File: config.mk
export PLATFORM = sky130hd
export DESIGN_NAME = divider_unit
export DESIGN_NICKNAME = d
export VERILOG_FILES = /design/src/rtl/divider_unit.sv
export SDC_FILE = /design/constraint.sdc
export NUM_CORES = 1
export LEC_CHECK = 0
export CORE_UTILIZATION = 52
export DETAILED_ROUTE_END_ITERATION = 6
export PLACE_DENSITY = 0.82
export SLEW_MARGIN = 20
export SYNTH_ARGS = -nofsm -noshare
export SYNTH_HDL_FRONTEND = slang
export SYNTH_SLANG_ARGS = --single-unit
File: constraint.sdc
create_clock -name clk -period 6.61 [get_ports clk]
set_input_delay 1.322 -clock clk [delete_from_list [all_inputs] [get_ports clk]]
set_output_delay 1.322 -clock clk [all_outputs]
set_load 0.02 [all_outputs]
File: src/rtl/divider_unit.sv
// Multi-cycle 32-bit restoring divider (DIV/DIVU) for the MIPS HI/LO path.
// One quotient bit per cycle; sign fix-up and divide-by-zero handling in a final FIX cycle.
module divider_unit (
    input  logic        clk,
    input  logic        reset,
    input  logic        start,
    input  logic        is_signed,
    input  logic [31:0] dividend,
    input  logic [31:0] divisor,
    output logic        busy,
    output logic        done,
    output logic [31:0] quotient,
    output logic [31:0] remainder,
    output logic        div_by_zero,
    output logic [1:0]  fsm_state
);

    typedef enum logic [1:0] {
        IDLE = 2'd0,
        CALC = 2'd1,
        FIX  = 2'd2
    } state_t;

    state_t      state_q, state_d;
    logic [31:0] rem_q, quo_q, dvs_q, dvd_q;
    logic [4:0]  count_q;
    logic        q_neg_q, r_neg_q, dbz_q;

    logic [31:0] mag_a, mag_b;
    logic [32:0] shifted, diff;
    logic [31:0] rem_next, quo_next;

    assign busy      = (state_q != IDLE);
    assign fsm_state = state_q;

    assign mag_a = (is_signed && dividend[31]) ? (~dividend + 32'd1) : dividend;
    assign mag_b = (is_signed && divisor[31])  ? (~divisor + 32'd1)  : divisor;

    // Trial subtraction on the 33-bit shifted partial remainder; bit 32 of diff is the borrow.
    assign shifted = {rem_q, quo_q[31]};
    assign diff    = shifted - {1'b0, dvs_q};

    always_comb begin
        rem_next = shifted[31:0];
        quo_next = {quo_q[30:0], 1'b0};
        if (!diff[32]) begin
            rem_next = diff[31:0];
            quo_next = {quo_q[30:0], 1'b1};
        end
    end

    always_ff @(posedge clk or posedge reset) begin
        if (reset) state_q <= IDLE;
        else       state_q <= state_d;
    end

    always_comb begin
        state_d = state_q;
        case (state_q)
            IDLE:    if (start) state_d = (divisor == 32'd0) ? FIX : CALC;
            CALC:    if (count_q == 5'd31) state_d = FIX;
            FIX:     state_d = IDLE;
            default: state_d = IDLE;
        endcase
    end

    always_ff @(posedge clk or posedge reset) begin
        if (reset) begin
            rem_q       <= 32'd0;
            quo_q       <= 32'd0;
            dvs_q       <= 32'd0;
            dvd_q       <= 32'd0;
            count_q     <= 5'd0;
            q_neg_q     <= 1'b0;
            r_neg_q     <= 1'b0;
            dbz_q       <= 1'b0;
            done        <= 1'b0;
            quotient    <= 32'd0;
            remainder   <= 32'd0;
            div_by_zero <= 1'b0;
        end else begin
            done <= 1'b0;
            case (state_q)
                IDLE: begin
                    if (start) begin
                        q_neg_q <= is_signed & (dividend[31] ^ divisor[31]);
                        r_neg_q <= is_signed & dividend[31];
                        dvs_q   <= mag_b;
                        quo_q   <= mag_a;
                        rem_q   <= 32'd0;
                        count_q <= 5'd0;
                        dvd_q   <= dividend;
                        dbz_q   <= (divisor == 32'd0);
                    end
                end
                CALC: begin
                    rem_q   <= rem_next;
                    quo_q   <= quo_next;
                    count_q <= count_q + 5'd1;
                end
                FIX: begin
                    done        <= 1'b1;
                    div_by_zero <= dbz_q;
                    if (dbz_q) begin
                        // Divide by zero reports the raw dividend as remainder, all-ones quotient.
                        quotient  <= 32'hFFFF_FFFF;
                        remainder <= dvd_q;
                    end else begin
                        quotient  <= q_neg_q ? (~quo_q + 32'd1) : quo_q;
                        remainder <= r_neg_q ? (~rem_q + 32'd1) : rem_q;
                    end
                end
                default: ;
            endcase
        end
    end

endmodule

==> results of run 1 <==
==> report_power, final <==
part / internal, W / switching [W] / total (W) / leakage, nW
clock network: 0.000852 / 0.000503 / 0.00136 / 0.401
registers: 0.00174 / 0.000578 / 0.00232 / 2.61
logic: 0.00178 / 0.00222 / 0.00401 / 3.35
total: 0.00438 / 0.00330 / 0.00768 / 6.37
==> kinds of logic after synthesis <==
logic type / count (synthesis)
xor+xnor: 146
mux: 27
simple gates: 480
flops: 204
fa+ha+maj: 39
compound gates: 426
buf+inv: 129
==> tightest hold or removal path, stage by stage, from the launching register on <==
cell	delay [ns]
dfrtp_1	0.34
nand2_1	0.04
o21ai_0	0.06
==> per-stage QoR <==
| stage | cell area, um2 | hold WS, ns | total power, W | setup WS [ns] |
|---|---|---|---|---|
| 6_report | 14700 | 0.478 | 0.00768 | 2.46 |
| 2_1_floorplan | 12300 | 0.445 | 0.00527 | 2.64 |
| 4_1_cts | 14700 | 0.481 | 0.00769 | 2.51 |
| 3_5_place_dp | 13900 | 0.464 | 0.00628 | 1.98 |
| 5_1_grt | 14700 | 0.490 | 0.00832 | 2.03 |
| 3_3_place_gp | 13900 | 0.460 | 0.00615 | 2.13 |
==> worst paths after layout <==
kind / end / slack, ns
worst max-delay path: fsm_state[1] / 2.46
worst min-delay path: remainder[22] / 0.48
worst max register to register: rem_q[19] / 2.67
worst min register to register: remainder[22] / 0.48
max in group asynchronous: quo_q[0] / 4.03
min in group asynchronous: quotient[31] / 1.27
==> state kept, by name (all words and copies together), names as in the netlist <==
signal       count
count_q          5
quotient        32
dvd_q           32
r_neg_q          1
dbz_q            1
dvs_q           32
done             1
fsm_state        2
rem_q           32
quo_q           32
remainder       32
q_neg_q          1
div_by_zero      1
==> layer usage <==
layer  up-vias  track usage [%]  share of wire, %
met5         -                0             0.057
met3        54             3.19               4.6
met4         2             7.28               2.5
met1      4999             33.7                46
li1       5281                -                 -
met2       272             41.5                47
==> layout make-up <==
class / instances / area (um2)
flip-flops and latches: 204 / 5110
multi-input cells: 1118 / 6750
repair buffers: 145 / 1440
clock buffers: 32 / 659
fillers: 1942 / 8210
well taps: 313 / 392
clock inverters: 10 / 156
inverters: 52 / 199
==> synthesized netlist by cell type (all sizes together) (2+ instances only) <==
master / number / share of area (%)
nand2: 221 / 6.7
nand4: 9 / 0.46
clkbuf: 64 / 2.0
a21boi: 2 / 0.12
a211oi: 4 / 0.24
o21ai: 171 / 7.0
or3: 10 / 0.55
and3: 11 / 0.56
nand3: 37 / 1.5
o211ai: 2 / 0.12
o31ai: 29 / 1.9
dfrtp: 204 / 41
and2: 5 / 0.25
xor2: 88 / 6.3
mux2: 2 / 0.18
inv: 51 / 1.6
or4: 16 / 1.1
nand3b: 3 / 0.18
o21bai: 4 / 0.24
nor4: 10 / 0.51
a21o: 15 / 0.92
mux2i: 25 / 2.0
a41oi: 2 / 0.14
nor3: 16 / 0.65
xnor2: 58 / 4.1
nand2b: 9 / 0.46
nor2b: 11 / 0.56
a221o: 3 / 0.24
buf: 13 / 0.42
nor2: 115 / 3.5
ha: 38 / 3.9
o22ai: 2 / 0.10
a31oi: 11 / 0.56
o21a: 7 / 0.43
or2: 4 / 0.22
a22oi: 30 / 1.8
o41ai: 15 / 1.1
a21oi: 119 / 4.8
==> placed cells by master, fill, tap and decap left out, types with 25 or more instances in the layout <==
cell,netlist,final
mux2i_1,25,25
a22oi_1,30,30
nand3_1,37,37
nand2_1,221,220
xor2_1,88,88
o21ai_0,170,170
nor2_1,115,113
dfrtp_1,204,203
o31ai_1,28,28
a21oi_1,119,119
clkdlybuf4s50_1,0,136
ha_1,38,38
inv_1,51,50
xnor2_1,58,57
==> impl_metrics.ini, run 1 <==
[layout]
final_util_pct = 64.2
stdcell_count = 1874
nNetsFinal = 1651
drive_gt1_share_pct = 4.48
diodes = 0
syn2layout_area_growth_pct = 19.5

[logic_synthesis]
synth-compound-area-share_pct = 20.5
synth_edf_count = 0
ys_async_sr_fraction_pct = 100
synth_top_family_by_area = compound AO/OA/AOI/OAI gates
synth-xor-area-share_pct = 10.4
synth_seq_cells = 204
synth_area_um2 = 12300
synthMuxAreaShare_pct = 2.22
seq_area_frac_synth_pct = 41.5
synth_area_per_cell_um2 = 8.48
synth-simple-area-share_pct = 17.4
syn-num-nets = 1558
synth_ff_type = dfrtp_1
yosysUniqueCellTypes = 60
netlist_instances = 1451
ys_warn_count = 0
yosys.area_share.adder_pct = 4.03

[setup_path]
critPathMaxStageDelay_ns = 0.55
crit_type = input port to flip-flop
crit_arrival_ns = 4.58
crit_path_end_kind = flip-flop
start_kind = input port
cpLargestDelayFamily = simple AND/OR/NAND/NOR gates
critPathRequiredTime_ns = 7.04
startpoint = divisor[3]
ff2ff_path_depth = 14
path_buf_inv = 1
reg2reg_from = quo_q[31]
cp_slowest_cell = nor4_1
path_cells = clkdlybuf4s50_1 > nor3_1 > nand2b_1 > nor4_1 > and3_1 > nand2_1 > or2_2 > nor2b_1 > nor4b_1 > nand3b_1 > a21oi_1
cp.depth = 11
critPathMaxFanout = 5

[floorplan]
start_util_pct = 53.7
fp.dieW_um = 156
die_h_um = 156
rows = 55
core_um2 = 22900
num_io_pins = 137
die_area_um2 = 24300

[global_routing]
grt_pass1_vias = 9926
grt_usage_pct = 24.8
antenna_found_initial = 1
grt_overflow = 0
grt_first_pass_wirelength_um = 49200
grt_start_max_net_pins = 175

[detailed_routing]
firstDrtPassIters = 5
wirelength_um = 29800
wl_per_cell_um = 15.9
route.detailed.drc = 0
vias_per_cell = 5.66
vias = 10600
drtAntennaViolNets = 0
initialDrtViolationCount = 902

[hold_path]
hold_path_class = flip-flop to flip-flop
hold_path_startpoint = remainder[22]
holdPathStages = 2

[clock_tree]
clockRootBuffer = clkbuf_16
htreeDepth = 1
clk_pin_slew_worst_paths_ns = 0.06
cts_buffers = 23
cts_sinks = 204
worst_skew_pair.late_latency_ns = 0.51
cts_setup_buffers = 0
postCtsResizedCells = 0
cts_hold_buf = 0
cts_buffer_depth = 3
cts_tree = built

[sta]
skew_ns = 0.0117
finalHoldViolCount = 0
fin_crit_sh_pct = 62.7
rsz0062_at_grt = false
worst_slew_pin_slew_ns = 0.940
slew_viol_final = 0
finalWorstPathRequiredPeriod_ns = 4.15
setup-tns-final_ns = 0
fmax_ghz = 0.241
relSlewSlack_pct = 37.3
setup_viol = 0

[pwr]
vdd_drop_max_mv = 0.287
power_density_nw_per_um2 = 522
p_leak_nw = 6.37

[placement]
globalplace.congestion = 0.876
io_buffer_count = 136
dpl.cell_count = 1832
dp_hpwl_um = 21300

[outcome]
status = finished, final reports clean

[run]
drv_cap = 0
No activity file was read; power rests on OpenSTA's default activity.
==> run 2, diff against run 1 <==
==> constraint.sdc (replaced) <==
create_clock -name clk -period 3.8 [get_ports clk]
set_input_delay 0.76 -clock clk [delete_from_list [all_inputs] [get_ports clk]]
set_output_delay 0.76 -clock clk [all_outputs]
set_load 0.02 [all_outputs]
==> run 2 against run 1 <==
Effect of this change: utilization rose by 0.25 points; combinational power rose by 81%; clock-buffer cell count rose by 1; worst hold slack barely moved; non-clock buffer count rose by 18; critical path depth rose by 3; clock skew rose by 0.0071 ns; clock power rose by 55%; setup slack got worse by 2.1 ns.
==> impl_metrics.ini, run 2 (synthesis gave the netlist of run 1 again) <==
[setup_path]
crit_type = flip-flop to flip-flop
r2r_end = rem_q[14]
critPathMaxFanout = 13
critPathRequiredTime_ns = 4.16
r2r_slack_ns = 0.35
crit_path_end_kind = flip-flop
reg2reg_from = quo_q[31]
ff2ff_path_depth = 14
crit_arrival_ns = 3.82
start_kind = flip-flop

[clock_tree]
cts_buffers = 23
clockRootBuffer = clkbuf_16
cts_tree = built
cts_buffer_depth = 3
worst_skew_pair.late_latency_ns = 0.53
htreeDepth = 1
clk_pin_slew_worst_paths_ns = 0.06
cts_setup_buffers = 0
postCtsResizedCells = 0
cts_sinks = 204
cts_hold_buf = 0

[global_routing]
antenna_found_initial = 1
grt_overflow = 0
grt_first_pass_wirelength_um = 50100
globalRouteMet3Util_pct = 3.83
grt_usage_pct = 25.2
grt_start_max_net_pins = 104
grt.busiest_layer = met2
grt_use_met2_pct = 42.3
grt_pass1_vias = 10200
use_met1_pct = 33.9

[floorplan]
fp.dieW_um = 156
core_um2 = 22900
num_io_pins = 137
die_area_um2 = 24300
start_util_pct = 53.7
rows = 55
die_h_um = 156

[sta]
worst_slew_pin_slew_ns = 1.07
worst_slack_ns = 0.347
finalHoldViolCount = 0
setup-tns-final_ns = 0
rsz0062_at_grt = false
fmax_ghz = 0.290
finalWorstPathRequiredPeriod_ns = 3.45
fin_crit_sh_pct = 90.9
relSlewSlack_pct = 28.5
skew_ns = 0.0188
setup_viol = 0
slew_viol_final = 0
timing.hold.ws_ns = 0.479

[detailed_routing]
route.detailed.drc = 0
vias_per_cell = 5.71
firstDrtPassIters = 5
wl_per_cell_um = 15.9
drtAntennaViolNets = 0
vias = 10800
initialDrtViolationCount = 714
wirelength_um = 30100

[layout]
drive_gt1_share_pct = 5.45
nNetsFinal = 1669
layout_common_cells = nand2_1, dfrtp_1, o21ai_0
mostFrequentLayoutCell = nand2_1
syn2layout_area_growth_pct = 20.0
diodes = 0

[placement]
dp_hpwl_um = 22100
pre_cts_ws_ns = 0.0962
globalplace.congestion = 0.918
io_buffer_count = 136

[pwr]
power_density_nw_per_um2 = 904
vdd_drop_max_mv = 0.586
p_leak_nw = 6.42

[outcome]
status = finished, final reports clean

[hold_path]
holdPathStages = 2
hold_end = dvs_q[13]
hold_path_startpoint = dvs_q[13]
hold_path_class = flip-flop to flip-flop

[run]
drv_cap = 0
## run 2: changes by cell type in the layout (fill, tap and decap cells not counted)
| cell | delta |
|---|---|
| clkinvlp_4 | -1 |
| clkbuf_1 | +1 |
| nor2_2 | +1 |
| inv_6 | -1 |
| clkinv_2 | +3 |
| bufinv_16 | -4 |
| nor2_4 | -1 |
| buf_12 | +2 |
| buf_4 | +16 |
| inv_16 | +1 |
## run 2: where the power goes
| group | internal, W | leakage [nW] | switching (W) |
|---|---|---|---|
| Clock | 0.00122 | 0.362 | 0.000889 |
| Combinational | 0.00326 | 3.44 | 0.00399 |
| Sequential | 0.00303 | 2.61 | 0.000957 |
| Total | 0.00751 | 6.42 | 0.00583 |
## run 2: layer usage
metal | vias to the layer above | part of all wire (%)
met4 | 0 | 2.3
met3 | 43 | 6.3
met1 | 5103 | 44
met2 | 344 | 47
met5 | - | 0
li1 | 5308 | -
## run 2: final cells by class
type | instances | area (um2)
timing repair buffer | 163 | 1600
clock buffer | 33 | 663
clock inverter | 8 | 55.1
sequential | 204 | 5110
inverter | 52 | 199
fill | 1891 | 8150
tap | 313 | 392
multi-input combinational | 1118 | 6750
## run 2: critical path, stage by stage (launching register included)
cell and delay (ns):
dfrtp_1 0.34, inv_1 0.09, ha_1 0.24, fa_1 0.38, nand2b_1 0.19, a21oi_1 0.23, o21ai_0 0.20, o211ai_1 0.30
nand3b_1 0.19, o21ba_2 0.27, xor2_1 0.30, buf_4 0.26, nor2_1 0.07, a21oi_1 0.12, o21ai_0 0.10
## run 2: metrics by stage
step | total power (W) | instances | cell area [um2] | util [%]
5_1_grt | 0.0145 | 1891 | 14800 | 64.4
3_5_place_dp | 0.0112 | 1850 | 14000 | 61.3
2_1_floorplan | 0.00916 | 1451 | 12300 | -
3_3_place_gp | 0.0109 | 1850 | 14000 | 61.3
4_1_cts | 0.0133 | 1891 | 14800 | 64.4
6_report | 0.0133 | 1891 | 14800 | 64.4
## run 2: worst max path at each step
stage	startpoint	depth (start not counted)	slack [ns]	to
floorplan	reset	1	0.40	count_q[0]
global placement	divisor[3]	12	0.16	fsm_state[1]
detailed placement	divisor[3]	12	0.1	fsm_state[1]
CTS	quo_q[31]	14	0.35	rem_q[14]
global route	quo_q[31]	14	0.07	rem_q[14]
finish	quo_q[31]	14	0.35	rem_q[14]
